### src/rtl/i2c_burst_master.sv
`default_nettype none
// ---------------------------------------------------------------------------
// i2c_burst_master : single-master I2C engine issuing one multi-byte
//                    read or write burst per start request (open-drain pins).
// Revision: 1.0
// ---------------------------------------------------------------------------
module i2c_burst_master #(
  parameter int QTR_DIV = 4,
  parameter int LEN_W   = 4
) (
  input  logic             clk,
  input  logic             rst,
  input  logic             start,
  input  logic [6:0]       addr,
  input  logic             rw,
  input  logic [LEN_W-1:0] len,
  input  logic [7:0]       wdata,
  output logic             wdata_req,
  output logic [7:0]       rdata,
  output logic             rdata_valid,
  output logic             busy,
  output logic             done,
  output logic             nack,
  input  logic             scl_i,
  input  logic             sda_i,
  output logic             scl_oe,
  output logic             sda_oe
);

  localparam int               CNT_W   = (QTR_DIV > 2) ? $clog2(QTR_DIV) : 1;
  localparam logic [CNT_W-1:0] CNT_MAX = CNT_W'(QTR_DIV - 1);

  localparam logic [3:0] S_IDLE     = 4'd0;
  localparam logic [3:0] S_START    = 4'd1;
  localparam logic [3:0] S_ADDR     = 4'd2;
  localparam logic [3:0] S_ADDR_ACK = 4'd3;
  localparam logic [3:0] S_WRITE    = 4'd4;
  localparam logic [3:0] S_WACK     = 4'd5;
  localparam logic [3:0] S_READ     = 4'd6;
  localparam logic [3:0] S_RACK     = 4'd7;
  localparam logic [3:0] S_STOP     = 4'd8;

  logic [3:0]       state;
  logic [3:0]       state_nxt;
  logic [CNT_W-1:0] tick_cnt;
  logic [1:0]       qtr;
  logic [1:0]       qtr_last;
  logic [2:0]       bit_cnt;
  logic [7:0]       shreg;
  logic [7:0]       wbuf;
  logic [LEN_W-1:0] byte_cnt;
  logic             rw_q;
  logic             accept;
  logic             stretch;
  logic             tick;
  logic             phase_end;
  logic             last_bit;
  logic             last_byte;

  assign accept    = (state == S_IDLE) && start;
  // A released SCL that still reads low means the slave is stretching.
  assign stretch   = busy && !scl_oe && !scl_i;
  assign tick      = busy && !stretch && (tick_cnt == CNT_MAX);
  assign qtr_last  = (state == S_START) ? 2'd1 : (state == S_STOP) ? 2'd2 : 2'd3;
  assign phase_end = tick && (qtr == qtr_last);
  assign last_bit  = (bit_cnt == 3'd7);
  assign last_byte = (byte_cnt == '0);
  assign wdata_req = (state == S_WACK) && phase_end && !sda_i && !last_byte;

  always_ff @(posedge clk or posedge rst) begin
    if (rst) begin
      state <= S_IDLE;
    end else begin
      state <= state_nxt;
    end
  end

  always_comb begin
    state_nxt = state;
    case (state)
      S_IDLE:     if (start) state_nxt = S_START;
      S_START:    if (phase_end) state_nxt = S_ADDR;
      S_ADDR:     if (phase_end && last_bit) state_nxt = S_ADDR_ACK;
      S_ADDR_ACK: if (phase_end) state_nxt = sda_i ? S_STOP : (rw_q ? S_READ : S_WRITE);
      S_WRITE:    if (phase_end && last_bit) state_nxt = S_WACK;
      S_WACK:     if (phase_end) state_nxt = (sda_i || last_byte) ? S_STOP : S_WRITE;
      S_READ:     if (phase_end && last_bit) state_nxt = S_RACK;
      S_RACK:     if (phase_end) state_nxt = last_byte ? S_STOP : S_READ;
      S_STOP:     if (phase_end) state_nxt = S_IDLE;
      default:    state_nxt = S_IDLE;
    endcase
  end

  always_comb begin
    busy   = (state != S_IDLE);
    scl_oe = 1'b0;
    sda_oe = 1'b0;
    case (state)
      S_START: sda_oe = (qtr == 2'd1);
      S_ADDR, S_WRITE: begin
        scl_oe = !qtr[1];
        sda_oe = !shreg[7];
      end
      S_ADDR_ACK, S_WACK, S_READ: scl_oe = !qtr[1];
      S_RACK: begin
        scl_oe = !qtr[1];
        sda_oe = !last_byte;
      end
      S_STOP: begin
        scl_oe = (qtr == 2'd0);
        sda_oe = (qtr != 2'd2);
      end
      default: ;
    endcase
  end

  always_ff @(posedge clk or posedge rst) begin
    if (rst) begin
      tick_cnt    <= '0;
      qtr         <= 2'd0;
      bit_cnt     <= 3'd0;
      shreg       <= 8'd0;
      wbuf        <= 8'd0;
      byte_cnt    <= '0;
      rw_q        <= 1'b0;
      nack        <= 1'b0;
      rdata       <= 8'd0;
      rdata_valid <= 1'b0;
      done        <= 1'b0;
    end else begin
      rdata_valid <= 1'b0;
      done        <= 1'b0;
      if (accept) begin
        tick_cnt <= '0;
        qtr      <= 2'd0;
        bit_cnt  <= 3'd0;
        shreg    <= {addr, rw};
        wbuf     <= wdata;
        byte_cnt <= len;
        rw_q     <= rw;
        nack     <= 1'b0;
      end else if (busy && !stretch) begin
        tick_cnt <= tick ? '0 : tick_cnt + 1'b1;
        if (tick) begin
          qtr <= phase_end ? 2'd0 : qtr + 2'd1;
        end
        if (phase_end) begin
          case (state)
            S_ADDR, S_WRITE: begin
              shreg   <= {shreg[6:0], 1'b0};
              bit_cnt <= bit_cnt + 3'd1;
            end
            S_ADDR_ACK: begin
              if (sda_i) nack <= 1'b1;
              else       shreg <= wbuf;
            end
            S_WACK: begin
              if (sda_i) begin
                nack <= 1'b1;
              end else if (!last_byte) begin
                shreg    <= wdata;
                byte_cnt <= byte_cnt - 1'b1;
              end
            end
            S_READ: begin
              shreg   <= {shreg[6:0], sda_i};
              bit_cnt <= bit_cnt + 3'd1;
              if (last_bit) begin
                rdata       <= {shreg[6:0], sda_i};
                rdata_valid <= 1'b1;
              end
            end
            S_RACK: if (!last_byte) byte_cnt <= byte_cnt - 1'b1;
            S_STOP: done <= 1'b1;
            default: ;
          endcase
        end
      end
    end
  end

endmodule
`default_nettype wire
### config.mk
export PLATFORM = sky130hd
export DESIGN_NAME = i2c_burst_master
export DESIGN_NICKNAME = d
export VERILOG_FILES = /design/src/rtl/i2c_burst_master.sv
export SDC_FILE = /design/constraint.sdc
export NUM_CORES = 1
export LEC_CHECK = 0
export CORE_MARGIN = 4
export CORE_UTILIZATION = 58
export DETAILED_ROUTE_END_ITERATION = 16
export GPL_ROUTABILITY_DRIVEN = 0
export GPL_TIMING_DRIVEN = 0
export HOLD_SLACK_MARGIN = 0.1
export MAX_ROUTING_LAYER = met4
export PLACE_DENSITY = 0.93
export RECOVER_POWER = 100
export SYNTH_ARGS = -nofsm -noshare
export SYNTH_HDL_FRONTEND = slang
export SYNTH_SLANG_ARGS = --single-unit
export TNS_END_PERCENT = 1
### constraint.sdc
create_clock -name clk -period 3.73 [get_ports clk]
set_input_delay 0.9325 -clock clk [delete_from_list [all_inputs] [get_ports clk]]
set_output_delay 0.9325 -clock clk [all_outputs]
set_load 0.01 [all_outputs]
After elaboration in Yosys (flattened, before gate mapping)
Index checks and enable logic that the tools add are counted.
{"block": "word_totals", "word_cells": 139, "n_memories": 0, "latch_bits": 0, "regBits": 43, "romBits": 0, "ram_bits": 0, "in_bits": 25, "out_inout_bits": 15}
{"block": "classes", "n_reduce_logical": 41, "bitwise": 1, "add_sub_neg": 4, "eq_ne": 25, "n_lt_le_gt_ge": 0, "n_mux": 56, "mul": 0, "n_shift": 0, "n_div": 0}
{"op": "$mux 4", "n": 17}
{"op": "$mux 8", "n": 6}
{"op": "$pmux 4 s9", "n": 1}
{"op": "$pmux 8 s4", "n": 1}
{"op": "$ne 2x2->1 const B", "n": 10}
{"op": "$mux 2", "n": 9}
{"op": "$eq 4x3->1 const B", "n": 4}
{"op": "$mux 1", "n": 15}
{"op": "$mux 3", "n": 4}
{"op": "$reduce_bool 2->1", "n": 6}
{"op": "$logic_and 1x1->1", "n": 10}
{"op": "$ne 3x3->1 const B", "n": 3}
{"op": "$reduce_and 9->1", "n": 1}
{"op": "$eq 4x2->1 const B", "n": 2}
{"op": "$logic_not 4->1", "n": 2}
{"op": "$pmux 4 s2", "n": 1}
{"op": "$reduce_and 4->1", "n": 2}
{"op": "$logic_not 1->1", "n": 7}
{"op": "$reduce_and 6->1", "n": 1}
{"op": "$reduce_or 6->1", "n": 1}
{"op": "$reduce_and 5->1", "n": 1}
{"op": "$reduce_bool 5->1", "n": 1}
{"op": "$add 2x1->2 const B", "n": 2}
{"op": "$eq 4x1->1 const B", "n": 1}
{"op": "18 further kinds", "n": 19}

Logic depth before layout (Yosys ltp)
Gate-level depths: netlist (run 1).
{"block": "logic_depth", "word_depth": 14, "mapped_depth": 8, "ltp_nobuf": 7}

Worst setup path after synthesis (run 1)
No wires, ideal clock.
{"block": "synth_timing", "path_type": "register -> output", "start": "register state[3]", "end": "output wdata_req", "n_path_buf": 3, "arrival_time_ps": 2188, "required_ps": 2798, "path_stages_with_launch": 8, "slack_ps": 609, "path_cell_list": "dfrtp_1 > buf_6 > or2_0 > clkbuf_2 > a311o_4 > a211o_1 > buf_2 > nor4b_1"}
{"block": "synth_between", "elab_chain_cells": 13, "elab_cells_between_ends": 24}
{"element": "from (decl)", "line_no": "43", "text": "logic [3:0] state;"}
{"element": "from (signal assigned)", "line_no": "74", "text": "state <= state_nxt;"}
{"element": "$eq 4x3->1, or another cell as far along", "line_no": "68, 98"}
{"element": "$reduce_or 6->1 (no line)"}
{"element": "$pmux 1 s2", "line_no": "98", "text": "case (state)"}
{"element": "$logic_not 1->1", "line_no": "62", "text": "assign stretch = busy && !scl_oe && !scl_i;"}
{"element": "$logic_and 1x1->1 (2 in series)", "line_no": "62"}
{"element": "$logic_not 1->1", "line_no": "63", "text": "assign tick = busy && !stretch && (tick_cnt == CNT_MAX);"}
{"element": "$logic_and 1x1->1 (2 in series)", "line_no": "63"}
{"element": "$logic_and 1x1->1", "line_no": "65", "text": "assign phase_end = tick && (qtr == qtr_last);"}
{"element": "$logic_and 1x1->1 (*) (3 in series)", "line_no": "68", "text": "assign wdata_req = (state == S_WACK) && phase_end && !sda_i && !last_byte;"}
{"element": "to (decl)", "line_no": "18", "text": "output logic wdata_req,"}
Every way passes the cells marked *; elsewhere a longest branch is shown, timed or not.

Worst setup path in the final report (run 1)
Same ends and word-level chain as after synthesis.

==> results.json, run 1 <==
{
  "cts.htree.levels": 2,
  "fin_total_pwr_w": 0.00215,
  "peakVddDrop_v": 0.000359,
  "cp_cell_sequence": "buf_6 -> or2_0 -> clkbuf_2 -> a311o_4 -> a211o_4 -> buf_4 -> nor4b_2 -> clkbuf_1",
  "fmax_ghz": 0.280,
  "clockBufferDepth": 2,
  "drive_gt1_share_pct": 10.9,
  "start_kind": "flip-flop",
  "drc": 0,
  "grt_first_pass_wirelength_um": 11600,
  "fin_worst_skew_ns": 0.00860,
  "finalHoldViolations": 0,
  "final_cell_mix": "43 x dfrtp_1, 39 x nand2_1, 23 x clkdlybuf4s50_1",
  "r2r_cells": 6,
  "place_area_um2": 3010,
  "drt_iter0_markers": 449,
  "cts_buffers": 5,
  "finalCritPeriodShare_pct": 95.9,
  "min_path_type": "flip-flop to flip-flop",
  "io_pins": 40,
  "period_minus_slack_ns": 3.58,
  "tightest_slew_ns": 1.59,
  "multiInputGateArea_um2": 1330,
  "syn_inst": 274,
  "max_cap_viol_count": 1,
  "slew_violations": 44,
  "yosysUniqueCellTypes": 55,
  "layout_commonest_cell": "dfrtp_1",
  "reg2reg_slack_ns": 0.44,
  "yosys-top-cells-area": "dfrtp_1 42%, mux2_2 6.2%, nand2_1 5.7%, ha_1 3.4%, nor2_1 2.6%",
  "path_clk_slew_ns": 0.09,
  "synth_nets": 306,
  "syn_area_per_cell_um2": 9.32,
  "ys_seq_area_share_pct": 42.1,
  "area_growth_pct": 21.5,
  "cts_hold_buf": 0,
  "worstHoldStart": "wbuf[3]",
  "critPathRequiredTime_ns": 2.80,
  "setup_viol": 0,
  "synth_top_area_cell": "dfrtp_1",
  "grt-ovfl-total": 0,
  "rows": 23,
  "path_class": "flip-flop to primary output",
  "critPathSlowestCell": "a311o_4",
  "synth-seq-cells": 43,
  "cts.sinks": 43,
  "tritoncts": "yes",
  "crit_fanout": 10,
  "timing.rr.end": "shreg[4]",
  "synth_ff_type": "dfrtp_1",
  "clkLatencyLatePin_ns": 0.31,
  "wirelength_um": 7030,
  "yosysWarningCount": 0,
  "vias": 2454,
  "fin_ws_ns": 0.153,
  "whs_endpoint": "wbuf[3]",
  "fp.dieH_um": 74.4,
  "die_w_um": 74.4,
  "finalNetCount": 353,
  "pre_cts_slack_ns": -0.341,
  "ant_nets": 0,
  "cp-end-kind": "primary output",
  "io_buffers": 39,
  "power.density_nw_per_um2": 693,
  "violations": "max-capacitance violations, max-slew violations",
  "stdcell_area_um2": 3100,
  "path_buf_inv": 4,
  "r2r_start": "state[1]",
  "cts_root_buffer": "clkbuf_8",
  "slew_headroom_pct": -6.37,
  "grt_max_degree": 44,
  "netlist_area_um2": 2550,
  "regArea_um2": 1080,
  "max_stage_delay_ns": 0.44,
  "track_usage_pct": 28.6,
  "status": "finished, violations left",
  "grt_pass1_vias": 2408,
  "die_area_um2": 5530,
  "antenna_found_initial": 0,
  "crit_family": "compound AO/OA/AOI/OAI gates",
  "post-dp-hpwl_um": 4820,
  "crit_arrival_ns": 2.64,
  "start_util_pct": 62.1,
  "fin_tns_setup_ns": 0,
  "p_leak_nw": 1.37,
  "core_um2": 4120,
  "rsz0062_at_grt": "false",
  "firstDrtPassIters": 6,
  "antenna_cells": 0,
  "routedWlPerCell_um": 18.9,
  "nFillCells": 290,
  "min_path_cells": 2,
  "via_per_inst": 6.60,
  "cp.depth": 8,
  "synth_top_area_share_pct": 42.1,
  "synth_edf_count": 0,
  "synthArstFlopShare_pct": 100
}
worst max path at each step:
| stage | from | to | slack, ns |
|---|---|---|---|
| after floorplan | state[3] | wdata_req | 0.61 |
| after global placement | scl_i | wdata_req | -0.32 |
| after detailed placement | scl_i | wdata_req | -0.34 |
| after CTS | state[3] | wdata_req | 0.008 |
| after global routing | state[2] | sda_oe | 0.08 |
| final | state[3] | wdata_req | 0.15 |
layer usage:
layer	track usage [%]	wire length, um
met1	35.7	2820
met2	43.1	3310
met3	7.84	666
met4	13.4	239
met5	-	0
tightest hold or removal path, cell delays in order, from the launching register on:
cell and delay, ns:
dfrtp_1 0.35, nand2_1 0.05, nand2_1 0.06
metrics by stage:
| stage | util [%] | std cells | hold WS (ns) |
|---|---|---|---|
| finish | 75.4 | 372 | 0.484 |
| CTS | 76.4 | 372 | 0.484 |
| global placement | 73.1 | 363 | 0.458 |
| global route | 75.4 | 372 | 0.515 |
| floorplan | - | 274 | 0.446 |
| detailed placement | 73.1 | 363 | 0.463 |
sequential cells by signal (all words and copies together), names as in the netlist:
| register | flops |
|---|---|
| rdata_valid | 1 |
| rw_q | 1 |
| qtr | 2 |
| state | 4 |
| nack | 1 |
| shreg | 8 |
| tick_cnt | 2 |
| bit_cnt | 3 |
| wbuf | 8 |
| done | 1 |
| rdata | 8 |
| byte_cnt | 4 |
Yosys cell counts, types with 4 or more instances:
cell type,instances
a22oi_1,8
a2bb2oi_1,4
o221ai_1,5
o21ai_0,12
nand2_1,39
a21oi_1,13
clkbuf_1,8
nor3_1,8
buf_1,4
inv_1,15
dfrtp_1,43
nor2_1,18
ha_1,7
mux2_2,14
o22ai_1,7
nand3_1,5
nand2b_1,5
kinds of logic (layout without fill, tap and decap cells):
logic type	after synthesis	in the layout	share of synthesized area (%)
buffers and inverters	31	79	5.00
XOR/XNOR	1	1	0.343
flip-flops	43	43	42.1
adder cells (fa/ha/maj)	7	7	3.43
AND/OR/NAND/NOR	100	100	19.4
AO/OA/AOI/OAI	77	77	23.1
multiplexers	15	15	6.57
cell type report:
type / instances / area share [%]
Tap cell: 50 / 2.02
Inverter: 15 / 1.82
Timing Repair Buffer: 40 / 12.5
Buffer: 16 / 2.42
Multi-Input combinational cell: 200 / 42.9
Clock buffer: 5 / 2.22
Sequential cell: 43 / 34.7
Clock inverter: 3 / 1.41
where the power goes:
part,internal (W),switching [W],leakage [nW]
sequential,0.000620,0.000124,0.554
combinational,0.000430,0.000599,0.754
clock,0.000200,0.000176,0.0581
repair_timing:
action / 4_1_cts / 5_1_grt
pin swaps: 1 / 0
setup buffers: 1 / 0
setup endpoints to repair: 1 / 2
resized for setup: 5 / 9
No activity file was read; power rests on OpenSTA's default activity.
==> run 2: changes to the inputs <==
--- a/config.mk
+++ b/config.mk
@@ -17,4 +17,4 @@
 export SYNTH_ARGS = -nofsm -noshare
 export SYNTH_HDL_FRONTEND = slang
 export SYNTH_SLANG_ARGS = --single-unit
-export TNS_END_PERCENT = 1
+export TNS_END_PERCENT = 20
==> results of run 2 <==
Same layout as run 1: the final DEF is identical, and so are final timing and power.
==> run 3: changes to the inputs <==
--- a/config.mk
+++ b/config.mk
@@ -5,6 +5,7 @@
 export SDC_FILE = /design/constraint.sdc
 export NUM_CORES = 1
 export LEC_CHECK = 0
+export ABC_AREA = 1
 export CORE_MARGIN = 4
 export CORE_UTILIZATION = 58
 export DETAILED_ROUTE_END_ITERATION = 16
@@ -12,7 +13,7 @@
 export GPL_TIMING_DRIVEN = 0
 export HOLD_SLACK_MARGIN = 0.1
 export MAX_ROUTING_LAYER = met4
-export PLACE_DENSITY = 0.93
+export PLACE_DENSITY = 0.94
 export RECOVER_POWER = 100
 export SYNTH_ARGS = -nofsm -noshare
 export SYNTH_HDL_FRONTEND = slang
==> run 3 against run 2 <==
The run still ends with max-capacitance violations, max-slew violations left. Combinational power fell by 4%. Register-to-register slack improved by 0.40 ns. Sequential share of layout area grew 1.5 points. Final cell count increased by 8.3%. Die area fell by 2.5%. Wire length is 13% lower. Clock skew is essentially flat. Utilization shrank 2.1 points. Non-clock buffer count down 7. Clock power shrank 2%.
==> results.json, run 3 <==
{
  "finalNetCount": 384,
  "yosysUniqueCellTypes": 37,
  "grt_first_pass_wirelength_um": 10400,
  "critPathRequiredTime_ns": 2.80,
  "core_um2": 4060,
  "intPower_w": 0.00117,
  "setup_viol": 0,
  "peakVddDrop_v": 0.000409,
  "drt_iter0_markers": 237,
  "cts_resized": 0,
  "switchingPower_w": 0.000888,
  "rsz0062_at_grt": "false",
  "pwr-share-clk_pct": 17.9,
  "yosys-top-cells-area": "dfrtp_1 43%, nand2_1 15%, o21ai_0 5.4%, nand3_1 3.6%, inv_1 3.6%",
  "io_buffers": 39,
  "synth_ff_type": "dfrtp_1",
  "io_pins": 40,
  "comb_power_share_pct": 48.3,
  "yosys-top-cells-count": "97 x nand2_1, 43 x dfrtp_1, 27 x o21ai_0",
  "seqPwrFrac_pct": 33.8,
  "die_w_um": 73.4,
  "stdcell_count": 403,
  "crit_arrival_ns": 2.59,
  "synth_top_area_share_pct": 43.3,
  "crit_family": "buffers and inverters",
  "r2r_cells": 10,
  "place_area_um2": 2960,
  "yosysWarningCount": 0,
  "cp_cell_sequence": "clkdlybuf4s50_1 -> inv_1 -> nand3_1 -> nand3_2 -> nor2_8 -> inv_4 -> nor2_1 -> clkdlybuf4s50_1",
  "synth_edf_count": 0,
  "path_buf_inv": 4,
  "critPathSlowestCell": "clkdlybuf4s50_1",
  "netlist_area_um2": 2480,
  "cts_hold_buf": 0,
  "grt-ovfl-total": 0,
  "violations": "max-capacitance violations, max-slew violations",
  "area_growth_pct": 19.7,
  "wirelength_um": 6120,
  "power.share.switching_pct": 43.2,
  "ant_nets": 0,
  "multiInputGateArea_um2": 1170,
  "stdcell_area_um2": 2970,
  "nFillCells": 312,
  "tightest_slew_ns": 2.33,
  "tritoncts": "yes",
  "syn_inst": 305,
  "start_util_pct": 61.2,
  "finalCritPeriodShare_pct": 94.4,
  "place_inst": 395,
  "ys_seq_area_share_pct": 43.3,
  "synth_top_area_cell": "dfrtp_1",
  "via_per_inst": 5.78,
  "slew_headroom_pct": -55.2,
  "layout_commonest_cell": "nand2_1",
  "rows": 23,
  "final_cell_mix": "101 x nand2_1, 43 x dfrtp_1, 32 x o21ai_0",
  "cp.depth": 8,
  "grt_max_degree": 44,
  "yosysMostFrequentCell": "nand2_1",
  "fmax_ghz": 0.284,
  "period_minus_slack_ns": 3.52,
  "finalHoldViolations": 0,
  "cts_root_buffer": "clkbuf_8",
  "timing.rr.end": "shreg[6]",
  "fp.dieH_um": 73.4,
  "max_cap_viol_count": 1,
  "path_class": "input pin to primary output",
  "status": "finished, violations left",
  "fin_tns_setup_ns": 0,
  "post_cts_buffers": 0,
  "max_stage_delay_ns": 0.54,
  "synth-seq-cells": 43,
  "drc": 0,
  "min_path_type": "flip-flop to flip-flop",
  "firstDrtPassIters": 5,
  "cts.htree.levels": 2,
  "reg2reg_slack_ns": 0.84,
  "post-dp-hpwl_um": 4340,
  "slew_violations": 44,
  "clockBufferDepth": 2,
  "startpoint": "scl_i",
  "cpMostUsedCell": "clkdlybuf4s50_1",
  "grt_pass1_vias": 2217,
  "drive_gt1_share_pct": 8.78,
  "power.density_nw_per_um2": 691,
  "track_usage_pct": 25.9,
  "start_kind": "input pin",
  "synth_nets": 337,
  "worstSetupEndpoint": "wdata_req",
  "cts_buffers": 5,
  "top_regs": "rdata x8, shreg x8, wbuf x8",
  "die_area_um2": 5390,
  "synthArstFlopShare_pct": 100,
  "regArea_um2": 1080,
  "vias": 2329,
  "fin_worst_skew_ns": 0.00896,
  "cts.sinks": 43,
  "routedWlPerCell_um": 15.2,
  "antenna_found_initial": 0,
  "p_leak_nw": 1.47,
  "crit_fanout": 5,
  "r2r_start": "state[1]",
  "path_clk_slew_ns": 0.08,
  "antenna_cells": 0,
  "cp-end-kind": "primary output",
  "clkLatencyLatePin_ns": 0.30,
  "syn_area_per_cell_um2": 8.14
}
## run 3: cell types whose count changed in the layout (fill, tap and decap cells not counted), moves of 9 or more
cell / before / now
nand3_1: 5 / 19
inv_1: 15 / 24
nand2_1: 39 / 101
mux2_2: 14 / 0
o21ai_0: 12 / 32
## run 3: tightest hold or removal path, delay by kind of cell, from the launching register on
family	cells	cell delay, ns
DFF	1	0.35
and+or+nand+nor	2	0.10
## run 3: stage by stage
stage	utilization (%)	setup WS, ns	total power [W]	hold slack, ns
4_1_cts	75.6	0.222	0.00213	0.487
2_1_floorplan	-	1.26	0.00147	0.442
5_1_grt	73.3	0.109	0.00223	0.508
6_report	73.3	0.210	0.00205	0.487
3_5_place_dp	72.9	0.228	0.00175	0.468
3_3_place_gp	72.4	0.262	0.00170	0.454
## run 3: how the worst min path moves through the flow
| stage | from | endpoint | cells after the start |
|---|---|---|---|
| after global placement | wbuf[6] | wbuf[6] | 2 |
| final | rw_q | rw_q | 2 |
| after global routing | wbuf[6] | wbuf[6] | 2 |
| after CTS | rw_q | rw_q | 2 |
| after detailed placement | rw_q | rw_q | 2 |
| after floorplan | wbuf[2] | wbuf[2] | 2 |
## run 3: layer usage
metal / part of all wire (%) / track usage [%] / routed length, um
met2: 49 / 40.9 / 3010
met5: 0 / - / 0
met4: 2.1 / 8.65 / 130
met1: 41 / 33.2 / 2510
met3: 7.6 / 5.47 / 463
## run 3: layout make-up
| class | instances | area share, % |
|---|---|---|
| Multi-Input combinational cell | 222 | 39.3 |
| Sequential cell | 43 | 36.2 |
| Timing Repair Buffer | 40 | 13.3 |
| Inverter | 31 | 4.00 |
| Clock buffer | 5 | 2.31 |
| Tap cell | 50 | 2.10 |
| Clock inverter | 3 | 1.47 |
| Buffer | 9 | 1.35 |
## run 3: power by group through the flow
stage,combinational [W],sequential [W],clock (W)
floorplan,0.000791,0.000678,0
global placement,0.00101,0.000695,0
detailed placement,0.00105,0.000702,0
CTS,0.00106,0.000694,0.000372
global route,0.00112,0.000710,0.000392
finish,0.000992,0.000695,0.000368
## run 3: logic make-up after synthesis
logic type      count (synthesis)  synth area share (%)
compound gates                 54                  13.9
mux                             2                 0.806
buf+inv                        40                  7.20
fa+ha+maj                       7                  3.53
flops                          43                  43.3
simple gates                  159                  31.2
